`config.mk`:
```
export PLATFORM = sky130hd
export DESIGN_NAME = adc_sample_sequencer
export DESIGN_NICKNAME = d
export VERILOG_FILES = /design/src/rtl/adc_seq_pkg.sv /design/src/rtl/adc_result_fifo.sv /design/src/rtl/adc_sample_sequencer.sv
export SDC_FILE = /design/constraint.sdc
export NUM_CORES = 1
export LEC_CHECK = 0
export CELL_PAD_IN_SITES_DETAIL_PLACEMENT = 1
export CELL_PAD_IN_SITES_GLOBAL_PLACEMENT = 1
export CORE_MARGIN = 2
export CORE_UTILIZATION = 49
export CTS_BUF_LIST = sky130_fd_sc_hd__clkbuf_16
export CTS_CLUSTER_SIZE = 28
export DETAILED_ROUTE_END_ITERATION = 12
export HOLD_SLACK_MARGIN = 0.03
export PLACE_DENSITY = 0.89
export SLEW_MARGIN = 10
export SYNTH_ARGS = -nofsm -noshare
export SYNTH_HDL_FRONTEND = slang
export SYNTH_SLANG_ARGS = --single-unit
```
`constraint.sdc`:
```
create_clock -name PCLK -period 8.68 [get_ports PCLK]
set_clock_uncertainty 0.2 [all_clocks]
set_input_delay 2.604 -clock PCLK [delete_from_list [all_inputs] [get_ports PCLK]]
set_output_delay 2.604 -clock PCLK [all_outputs]
set_load 0.03 [all_outputs]
```
`src/rtl/adc_seq_pkg.sv`:
```
// Shared types and defaults for the ADC scan sequencer and its result FIFO.
package adc_seq_pkg;

    localparam int ADC_NUM_CH         = 8;
    localparam int ADC_CH_W           = 3;
    localparam int ADC_DATA_W         = 12;
    localparam int ADC_RES_W          = ADC_CH_W + ADC_DATA_W;
    localparam int ADC_SETTLE_W       = 8;
    localparam int ADC_FIFO_DEPTH     = 4;
    localparam int ADC_TIMEOUT_CYCLES = 1023;

    typedef enum logic [1:0] {
        ST_IDLE,
        ST_SETTLE,
        ST_CONVERT,
        ST_STORE
    } seq_state_e;

endpackage

```
`src/rtl/adc_result_fifo.sv`:
```
// First-word fall-through result FIFO; a pop frees a slot for a push in the same cycle.
module adc_result_fifo
    import adc_seq_pkg::*;
#(
    parameter int WIDTH = ADC_RES_W,
    parameter int DEPTH = ADC_FIFO_DEPTH
) (
    input  logic                     clk_i,
    input  logic                     rst_n_i,
    input  logic                     push_i,
    input  logic [WIDTH-1:0]         din_i,
    input  logic                     pop_i,
    output logic [WIDTH-1:0]         dout_o,
    output logic                     full_o,
    output logic                     empty_o,
    output logic [$clog2(DEPTH):0]   level_o
);

    localparam int AW = $clog2(DEPTH);
    localparam int LW = AW + 1;

    logic [WIDTH-1:0] mem_q [DEPTH];
    logic [AW-1:0]    wr_ptr_q, wr_ptr_d;
    logic [AW-1:0]    rd_ptr_q, rd_ptr_d;
    logic [LW-1:0]    level_q, level_d;
    logic             do_push, do_pop;

    assign empty_o = (level_q == '0);
    assign full_o  = (level_q == LW'(DEPTH));
    assign do_pop  = pop_i && !empty_o;
    assign do_push = push_i && (!full_o || do_pop);

    always_comb begin
        wr_ptr_d = wr_ptr_q;
        rd_ptr_d = rd_ptr_q;
        level_d  = level_q;
        if (do_push) wr_ptr_d = wr_ptr_q + 1'b1;
        if (do_pop)  rd_ptr_d = rd_ptr_q + 1'b1;
        case ({do_push, do_pop})
            2'b10:   level_d = level_q + 1'b1;
            2'b01:   level_d = level_q - 1'b1;
            default: level_d = level_q;
        endcase
    end

    always_ff @(posedge clk_i) begin
        if (!rst_n_i) begin
            wr_ptr_q <= '0;
            rd_ptr_q <= '0;
            level_q  <= '0;
        end else begin
            wr_ptr_q <= wr_ptr_d;
            rd_ptr_q <= rd_ptr_d;
            level_q  <= level_d;
        end
    end

    always_ff @(posedge clk_i) begin
        if (do_push) mem_q[wr_ptr_q] <= din_i;
    end

    // Storage is not reset, so the head reads as zero whenever nothing is queued.
    assign dout_o  = empty_o ? '0 : mem_q[rd_ptr_q];
    assign level_o = level_q;

endmodule

```
`src/rtl/adc_sample_sequencer.sv`:
```
// Walks the enabled channel mask: mux select, settle, convert with timeout, store result.
module adc_sample_sequencer
    import adc_seq_pkg::*;
#(
    parameter int NUM_CH         = ADC_NUM_CH,
    parameter int CH_W           = ADC_CH_W,
    parameter int DATA_W         = ADC_DATA_W,
    parameter int SETTLE_W       = ADC_SETTLE_W,
    parameter int FIFO_DEPTH     = ADC_FIFO_DEPTH,
    parameter int TIMEOUT_CYCLES = ADC_TIMEOUT_CYCLES
) (
    input  logic                          PCLK,
    input  logic                          PRESETn,
    input  logic                          cfg_start,
    input  logic [NUM_CH-1:0]             cfg_ch_mask,
    input  logic [SETTLE_W-1:0]           cfg_settle,
    input  logic                          cfg_continuous,
    input  logic                          cfg_abort,
    input  logic                          err_clr,
    output logic [CH_W-1:0]               amux_sel,
    output logic                          adc_start,
    input  logic                          adc_done,
    input  logic [DATA_W-1:0]             adc_data,
    output logic                          res_valid,
    output logic [CH_W+DATA_W-1:0]        res_data,
    input  logic                          res_ready,
    output logic [$clog2(FIFO_DEPTH):0]   fifo_level,
    output logic                          busy,
    output logic                          timeout_err,
    output logic                          overflow
);

    localparam int TO_W  = $clog2(TIMEOUT_CYCLES + 1);
    localparam int CW1   = CH_W + 1;
    localparam int RES_W = CH_W + DATA_W;

    // Returns {found, index} of the lowest set bit of m at or above 'from'.
    function automatic logic [CW1-1:0] find_from(input logic [NUM_CH-1:0] m,
                                                 input logic [CW1-1:0]    from);
        logic [CW1-1:0] r;
        r = '0;
        for (int i = NUM_CH - 1; i >= 0; i--) begin
            if (m[i] && (CW1'(i) >= from)) r = {1'b1, CH_W'(i)};
        end
        return r;
    endfunction

    seq_state_e          state_q, state_d;
    logic [NUM_CH-1:0]   mask_q, mask_d;
    logic [SETTLE_W-1:0] settle_q, settle_d;
    logic                cont_q, cont_d;
    logic [SETTLE_W-1:0] cnt_q, cnt_d;
    logic [TO_W-1:0]     wcnt_q, wcnt_d;
    logic [CH_W-1:0]     amux_q, amux_d;
    logic                start_q, start_d;
    logic [DATA_W-1:0]   data_q, data_d;
    logic                have_q, have_d;
    logic                tmo_q, tmo_d;
    logic                ovf_q, ovf_d;

    logic                push, pop, tmo_set, ovf_set;
    logic                fifo_full, fifo_empty;
    logic [CW1-1:0]      first_hit, next_hit, wrap_hit;

    assign first_hit = find_from(cfg_ch_mask, '0);
    assign next_hit  = find_from(mask_q, {1'b0, amux_q} + CW1'(1));
    assign wrap_hit  = find_from(mask_q, '0);
    assign pop       = !fifo_empty && res_ready;

    always_comb begin
        state_d  = state_q;
        mask_d   = mask_q;
        settle_d = settle_q;
        cont_d   = cont_q;
        cnt_d    = cnt_q;
        wcnt_d   = wcnt_q;
        amux_d   = amux_q;
        start_d  = 1'b0;
        data_d   = data_q;
        have_d   = have_q;
        push     = 1'b0;
        tmo_set  = 1'b0;
        ovf_set  = 1'b0;

        case (state_q)
            ST_IDLE: begin
                if (cfg_start && first_hit[CH_W]) begin
                    mask_d   = cfg_ch_mask;
                    settle_d = cfg_settle;
                    cont_d   = cfg_continuous;
                    amux_d   = first_hit[CH_W-1:0];
                    cnt_d    = cfg_settle;
                    state_d  = ST_SETTLE;
                end
            end
            ST_SETTLE: begin
                if (cnt_q == '0) begin
                    state_d = ST_CONVERT;
                    start_d = 1'b1;
                    wcnt_d  = '0;
                end else begin
                    cnt_d = cnt_q - 1'b1;
                end
            end
            ST_CONVERT: begin
                // A done coincident with our own start pulse belongs to nothing we issued.
                if (adc_done && !start_q) begin
                    data_d  = adc_data;
                    have_d  = 1'b1;
                    state_d = ST_STORE;
                end else if (wcnt_q == TO_W'(TIMEOUT_CYCLES - 1)) begin
                    tmo_set = 1'b1;
                    have_d  = 1'b0;
                    state_d = ST_STORE;
                end else begin
                    wcnt_d = wcnt_q + 1'b1;
                end
            end
            ST_STORE: begin
                push    = have_q;
                ovf_set = have_q && fifo_full && !pop;
                cnt_d   = settle_q;
                if (next_hit[CH_W]) begin
                    amux_d  = next_hit[CH_W-1:0];
                    state_d = ST_SETTLE;
                end else if (cont_q && wrap_hit[CH_W]) begin
                    amux_d  = wrap_hit[CH_W-1:0];
                    state_d = ST_SETTLE;
                end else begin
                    state_d = ST_IDLE;
                end
            end
            default: state_d = ST_IDLE;
        endcase

        // Abort drops whatever the scan was about to do this edge.
        if (cfg_abort && (state_q != ST_IDLE)) begin
            state_d = ST_IDLE;
            amux_d  = amux_q;
            start_d = 1'b0;
            push    = 1'b0;
            tmo_set = 1'b0;
            ovf_set = 1'b0;
        end

        tmo_d = (tmo_q && !err_clr) || tmo_set;
        ovf_d = (ovf_q && !err_clr) || ovf_set;
    end

    always_ff @(posedge PCLK) begin
        if (!PRESETn) begin
            state_q  <= ST_IDLE;
            mask_q   <= '0;
            settle_q <= '0;
            cont_q   <= 1'b0;
            cnt_q    <= '0;
            wcnt_q   <= '0;
            amux_q   <= '0;
            start_q  <= 1'b0;
            data_q   <= '0;
            have_q   <= 1'b0;
            tmo_q    <= 1'b0;
            ovf_q    <= 1'b0;
        end else begin
            state_q  <= state_d;
            mask_q   <= mask_d;
            settle_q <= settle_d;
            cont_q   <= cont_d;
            cnt_q    <= cnt_d;
            wcnt_q   <= wcnt_d;
            amux_q   <= amux_d;
            start_q  <= start_d;
            data_q   <= data_d;
            have_q   <= have_d;
            tmo_q    <= tmo_d;
            ovf_q    <= ovf_d;
        end
    end

    adc_result_fifo #(
        .WIDTH (RES_W),
        .DEPTH (FIFO_DEPTH)
    ) u_fifo (
        .clk_i   (PCLK),
        .rst_n_i (PRESETn),
        .push_i  (push),
        .din_i   ({amux_q, data_q}),
        .pop_i   (res_ready),
        .dout_o  (res_data),
        .full_o  (fifo_full),
        .empty_o (fifo_empty),
        .level_o (fifo_level)
    );

    assign amux_sel    = amux_q;
    assign adc_start   = start_q;
    assign res_valid   = !fifo_empty;
    assign busy        = (state_q != ST_IDLE);
    assign timeout_err = tmo_q;
    assign overflow    = ovf_q;

endmodule

```
; ---- Word-level counts from Yosys, hierarchy flattened
; Memory sizes are Yosys's and may differ from the RTL's. A register that Yosys moved wholly into a read port is not among the register bits.
; Index checks and enable logic that the tools add are counted.
[word_totals]
register_bits = 63
ramBits = 60
memories = 1
[classes]
add_sub_neg = 7
magnitude_cmp = 8
n_eq_ne = 14
muxes = 59
bitwise = 3
reduce_logical = 44
[mem_list]
columns = memory, words, word_bits, rd, rd_ports_with_merged_regs, write_ports, line_no
row1 = u_fifo.mem_q, 4, 15, 1, 1, 1, adc_result_fifo.sv:22  ; logic [WIDTH-1:0] mem_q [DEPTH];
[ops]
columns = operator, n
row1 = $mux 4, 24
row2 = $mux 10, 3
row3 = $pmux 8 s3, 1
row4 = $pmux 10 s2, 1
row5 = $logic_and 1x1->1, 18
row6 = $ge 3x4->1 const A, 4
row7 = $mux 8, 2
row8 = $mux 1, 15
row9 = $mux 15, 1
row10 = $mux 2, 6
row11 = $pmux 3 s2, 2
row12 = $add 10x1->10 const B, 1
row13 = $eq 10x10->1 const B, 1
row14 = $ne 2x2->1 const B, 5
row15 = $reduce_bool 2->1, 5
row16 = $mux 3, 3
row17 = $ge 1x4->1 const A, 2
row18 = $ge 2x4->1 const A, 2
row19 = $logic_not 8->1, 1
row20 = $pmux 2 s4, 1
row21 = $reduce_and 4->1, 2
row22 = $sub 8x1->8 const B, 1
row23 = $eq 2x2->1 const B, 3
row24 = $ne 3x3->1 const B, 2
row25 = other kinds (16), 29

; ---- Depth between registers and ports, before layout
[logic_depth]
ltp_word = 13
mapped_depth = 14
mapped_depth_nobuf = 13

; ---- By module
; From an unflattened synthesis, not the netlist that was laid out.
[unflattened]
cells_unflattened = 541
area_unflattened_um2 = 6032.0
[modules_own_cells]
columns = mod, n_inst, cells_each, area_each_um2, seq_area_each_um2
row1 = adc_sample_sequencer, 1, 379, 3151.8, 1121.1
row2 = adc_result_fifo, 1, 162, 2880.3, 1981.9

; ---- Least setup slack after synthesis
; No wires, ideal clock.
[synth_timing]
path_kind = input -> register
startpoint = input res_ready
endpoint = register u_fifo.level_q[2] (netlist: u_fifo.level_o[2])
setup_ns = 0.076
t_arrival_ns = 4.581
required_time_ns = 8.404
slack_ns = 3.823
cell_stages = 10
path_cell_list = or4b_1 nor2b_1 clkbuf_1 inv_1 ha_1 inv_1 fa_1 xor2_1 or3_1 a21boi_0
[synth_via]
elab_chain_len = 5
elab_cells_between_ends = 7
[synth_lines]
columns = element, line_no
row1 = from (decl), adc_sample_sequencer.sv:26  ; input logic res_ready,
row2 = $logic_and 1x1->1 (*), adc_result_fifo.sv:30  ; assign do_pop = pop_i && !empty_o;
row3 = $logic_or 1x1->1, adc_result_fifo.sv:31  ; assign do_push = push_i && (!full_o || do_pop);
row4 = $logic_and 1x1->1, adc_result_fifo.sv:31
row5 = $eq 2x1->1 or $eq 2x2->1 (tied branches), adc_result_fifo.sv:39  ; case ({do_push, do_pop})
row6 = $pmux 3 s2 or $reduce_bool 2->1 (tied branches), n/a
row7 = to (signal assigned), adc_result_fifo.sv:54  ; level_q <= level_d;
row8 = to (decl), adc_result_fifo.sv:25  ; logic [LW-1:0] level_q, level_d;
; Every way passes the cells marked *; elsewhere a longest branch is shown, timed or not.
; A chain may end at the register's enable or synchronous reset.

==> run summary <==
CP Data Arrival Time - 2.89 ns
Place WS - 3.06 ns
dominant cell type by area after synthesis - edfxtp_1
Hold Violations, Final - 0
post-DP HPWL - 9990 um
area grow syn2layout - 22.4%
syn avg cell area - 11.3 um^2
# IOs - 62
crit-path max cell delay - 1.05 ns
Mapped Cells - 513
top post-synthesis cells by area - edfxtp_1 (31%), dfxtp_1 (22%), mux4_2 (5.8%), nand2_1 (3.4%), ha_1 (3.2%)
die width - 113 um
layout cell share with drive strength beyond 1 - 0.101
crit path kind - register to output pin
top-count cell post-synth - dfxtp_1
crit share post-route - 0.656
r2r setup slk - 5.31 ns
most frequent cells after synthesis - dfxtp_1 (65), edfxtp_1 (60), nand2_1 (53)
Hold-fix buffers, CTS - 0
Slew Limit Fails - 0
Max-cap violations - 0
largest net degree at the start of global routing - 58
required time worst endpoint - 5.88 ns
CP delay by family, top - flip-flops
leakage power - 2.42 nW
Synth top area share - 0.311
CP bufs+invs - 1
TritonCTS clock tree - built
Die Ht - 113 um
post-synthesis cell type count - 61
critical path cell sequence - mux4_2 > and2_1 > clkdlybuf4s50_1
Post-CTS Setup Bufs - 0
Hold EP - timeout_err
worst vdd ir - 0.000192 V
worst reg2reg path endpoint - u_fifo.level_o[2]
Final WS setup - 2.98 ns
initial antenna violation count - 0
DRT antenna net count - 0
Post-synth EDFFs - 60
syn nets - 565
IO buf count - 61
hold depth - 2
root buf cell - clkbuf_16
Initial Util - 0.505
clock tree buffer depth - 2
setup TNS - 0 ns
GR Overflow Total - 0
Hold Crit Class - register to register
Area after DPL - 6490 um^2
Async SR Flop Fraction - 0
Placer Congestion - 0.850
Vias per Instance - 5.92
row count - 39
pwr/cell area - 270 nW/um^2
Reg2Reg Depth - 13
register area share after synthesis - 0.536
crit path max-delay cell type - dfxtp_1
core area - 11500 um^2
Fin Hold WS - 0.309 ns
Slew HR - 0.266
Final Net Count - 625
crit path capture type - output pin
Ys Warns - 0
Final Power - 1.91 mW
Synth Register Bits - 125
vias in the first global route - 4794
hold_sp - timeout_err
# H-tree levels - 4
CP Max Fanout - 15
clk slew on worst S/H paths - 0.06 ns
outcome - completed
drt wl/cell - 21.5 um
Max Clk Rate - 0.176 GHz
number of buffers created by CTS - 17
die area - 12700 um^2
diodes inserted - 0
Worst R2R Start - state_q[0]
CTS resizes - 0
GRT Util Overall - 0.261
Worst Setup Start Kind - register
first-pass GRT wire length - 25600 um
Via Count - 4318
drc violations - 0
DR iter-0 viols - 189
WL final - 15700 um
worst-margin pin slew - 1.10 ns
Cells after DPL - 697
Tmin final - 5.70 ns
final core occ - 0.617
Clock Latency Late Sink - 0.42 ns
drt pass-1 iters - 5
final setup fails - 0
ys flop type - dfxtp_1
post-route cell area - 7080 um^2
RSZ-0062 raised after global routing - false
Finished Layout Cells - 729
Cell Area, Synth - 5790 um^2
Clock Sinks - 125
## routing by layer
layer | up-vias | track usage | part of all wire
met5 | - | 0 | 0
met4 | 0 | 0.119 | 0.027
met3 | 37 | 0.0632 | 0.043
met2 | 128 | 0.469 | 0.53
met1 | 2167 | 0.292 | 0.40
li1 | 1986 | - | -
## worst max path at each step
| stage | from | to | slack [ns] | cells past startpoint |
|---|---|---|---|---|
| final | register | res_data[6] | 2.98 | 3 |
| after CTS | register | res_data[6] | 2.89 | 3 |
| after floorplan | res_ready | u_fifo.level_o[2] | 3.82 | 10 |
| after detailed placement | cfg_ch_mask[4] | amux_sel[2] | 3.06 | 8 |
| after global routing | register | res_data[6] | 2.81 | 3 |
| after global placement | cfg_ch_mask[4] | amux_sel[1] | 3.19 | 8 |
## report_power, final
group | switching, mW | total, mW | internal [mW]
logic | 0.276 | 0.464 | 0.188
registers | 0.0676 | 0.739 | 0.672
clock network | 0.281 | 0.708 | 0.427
## worst min-delay path: stages, from the launching register on
cell and delay, ns:
dfxtp_1 0.32, nand2_1 0.07, o22ai_1 0.07
## registers in the layout (all words and copies together) (netlist names), named ones only
name,count
u_fifo.level_o,3
adc_start,1
u_fifo.wr_ptr_q,2
state_q,2
overflow,1
u_fifo.mem_q,60
settle_q,8
mask_q,8
cnt_q,8
data_q,12
have_q,1
u_fifo.rd_ptr_q,2
timeout_err,1
wcnt_q,10
amux_sel,3
cont_q,1
## kinds of logic after synthesis
logic type	count (synthesis)	synth area share
AOI/OAI and AO/OA	102	0.127
xor gates and xnor gates	17	0.0257
DFF	125	0.536
muxes	26	0.0774
buffers and inverters	43	0.0311
and+or+nand+nor	184	0.166
adders and majority gates	16	0.0359
## layout make-up
type,instances,area (um^2)
clock inverters,15,161
fillers,1182,4390
multi-input cells,345,2500
well taps,143,179
repair buffers,64,633
clock buffers,17,425
inverters,20,75.1
flip-flops and latches,125,3100
## cells in the final DEF, fill, tap and decap left out, types with 17 or more instances in the layout
master	n
nand2_1	53
dfxtp_1	65
nor2b_1	20
clkbuf_16	17
clkdlybuf4s50_1	61
a21boi_0	19
nor2_1	24
inv_1	20
and2_1	29
edfxtp_1	60
Note: power is estimated with default switching activity, not from simulation.
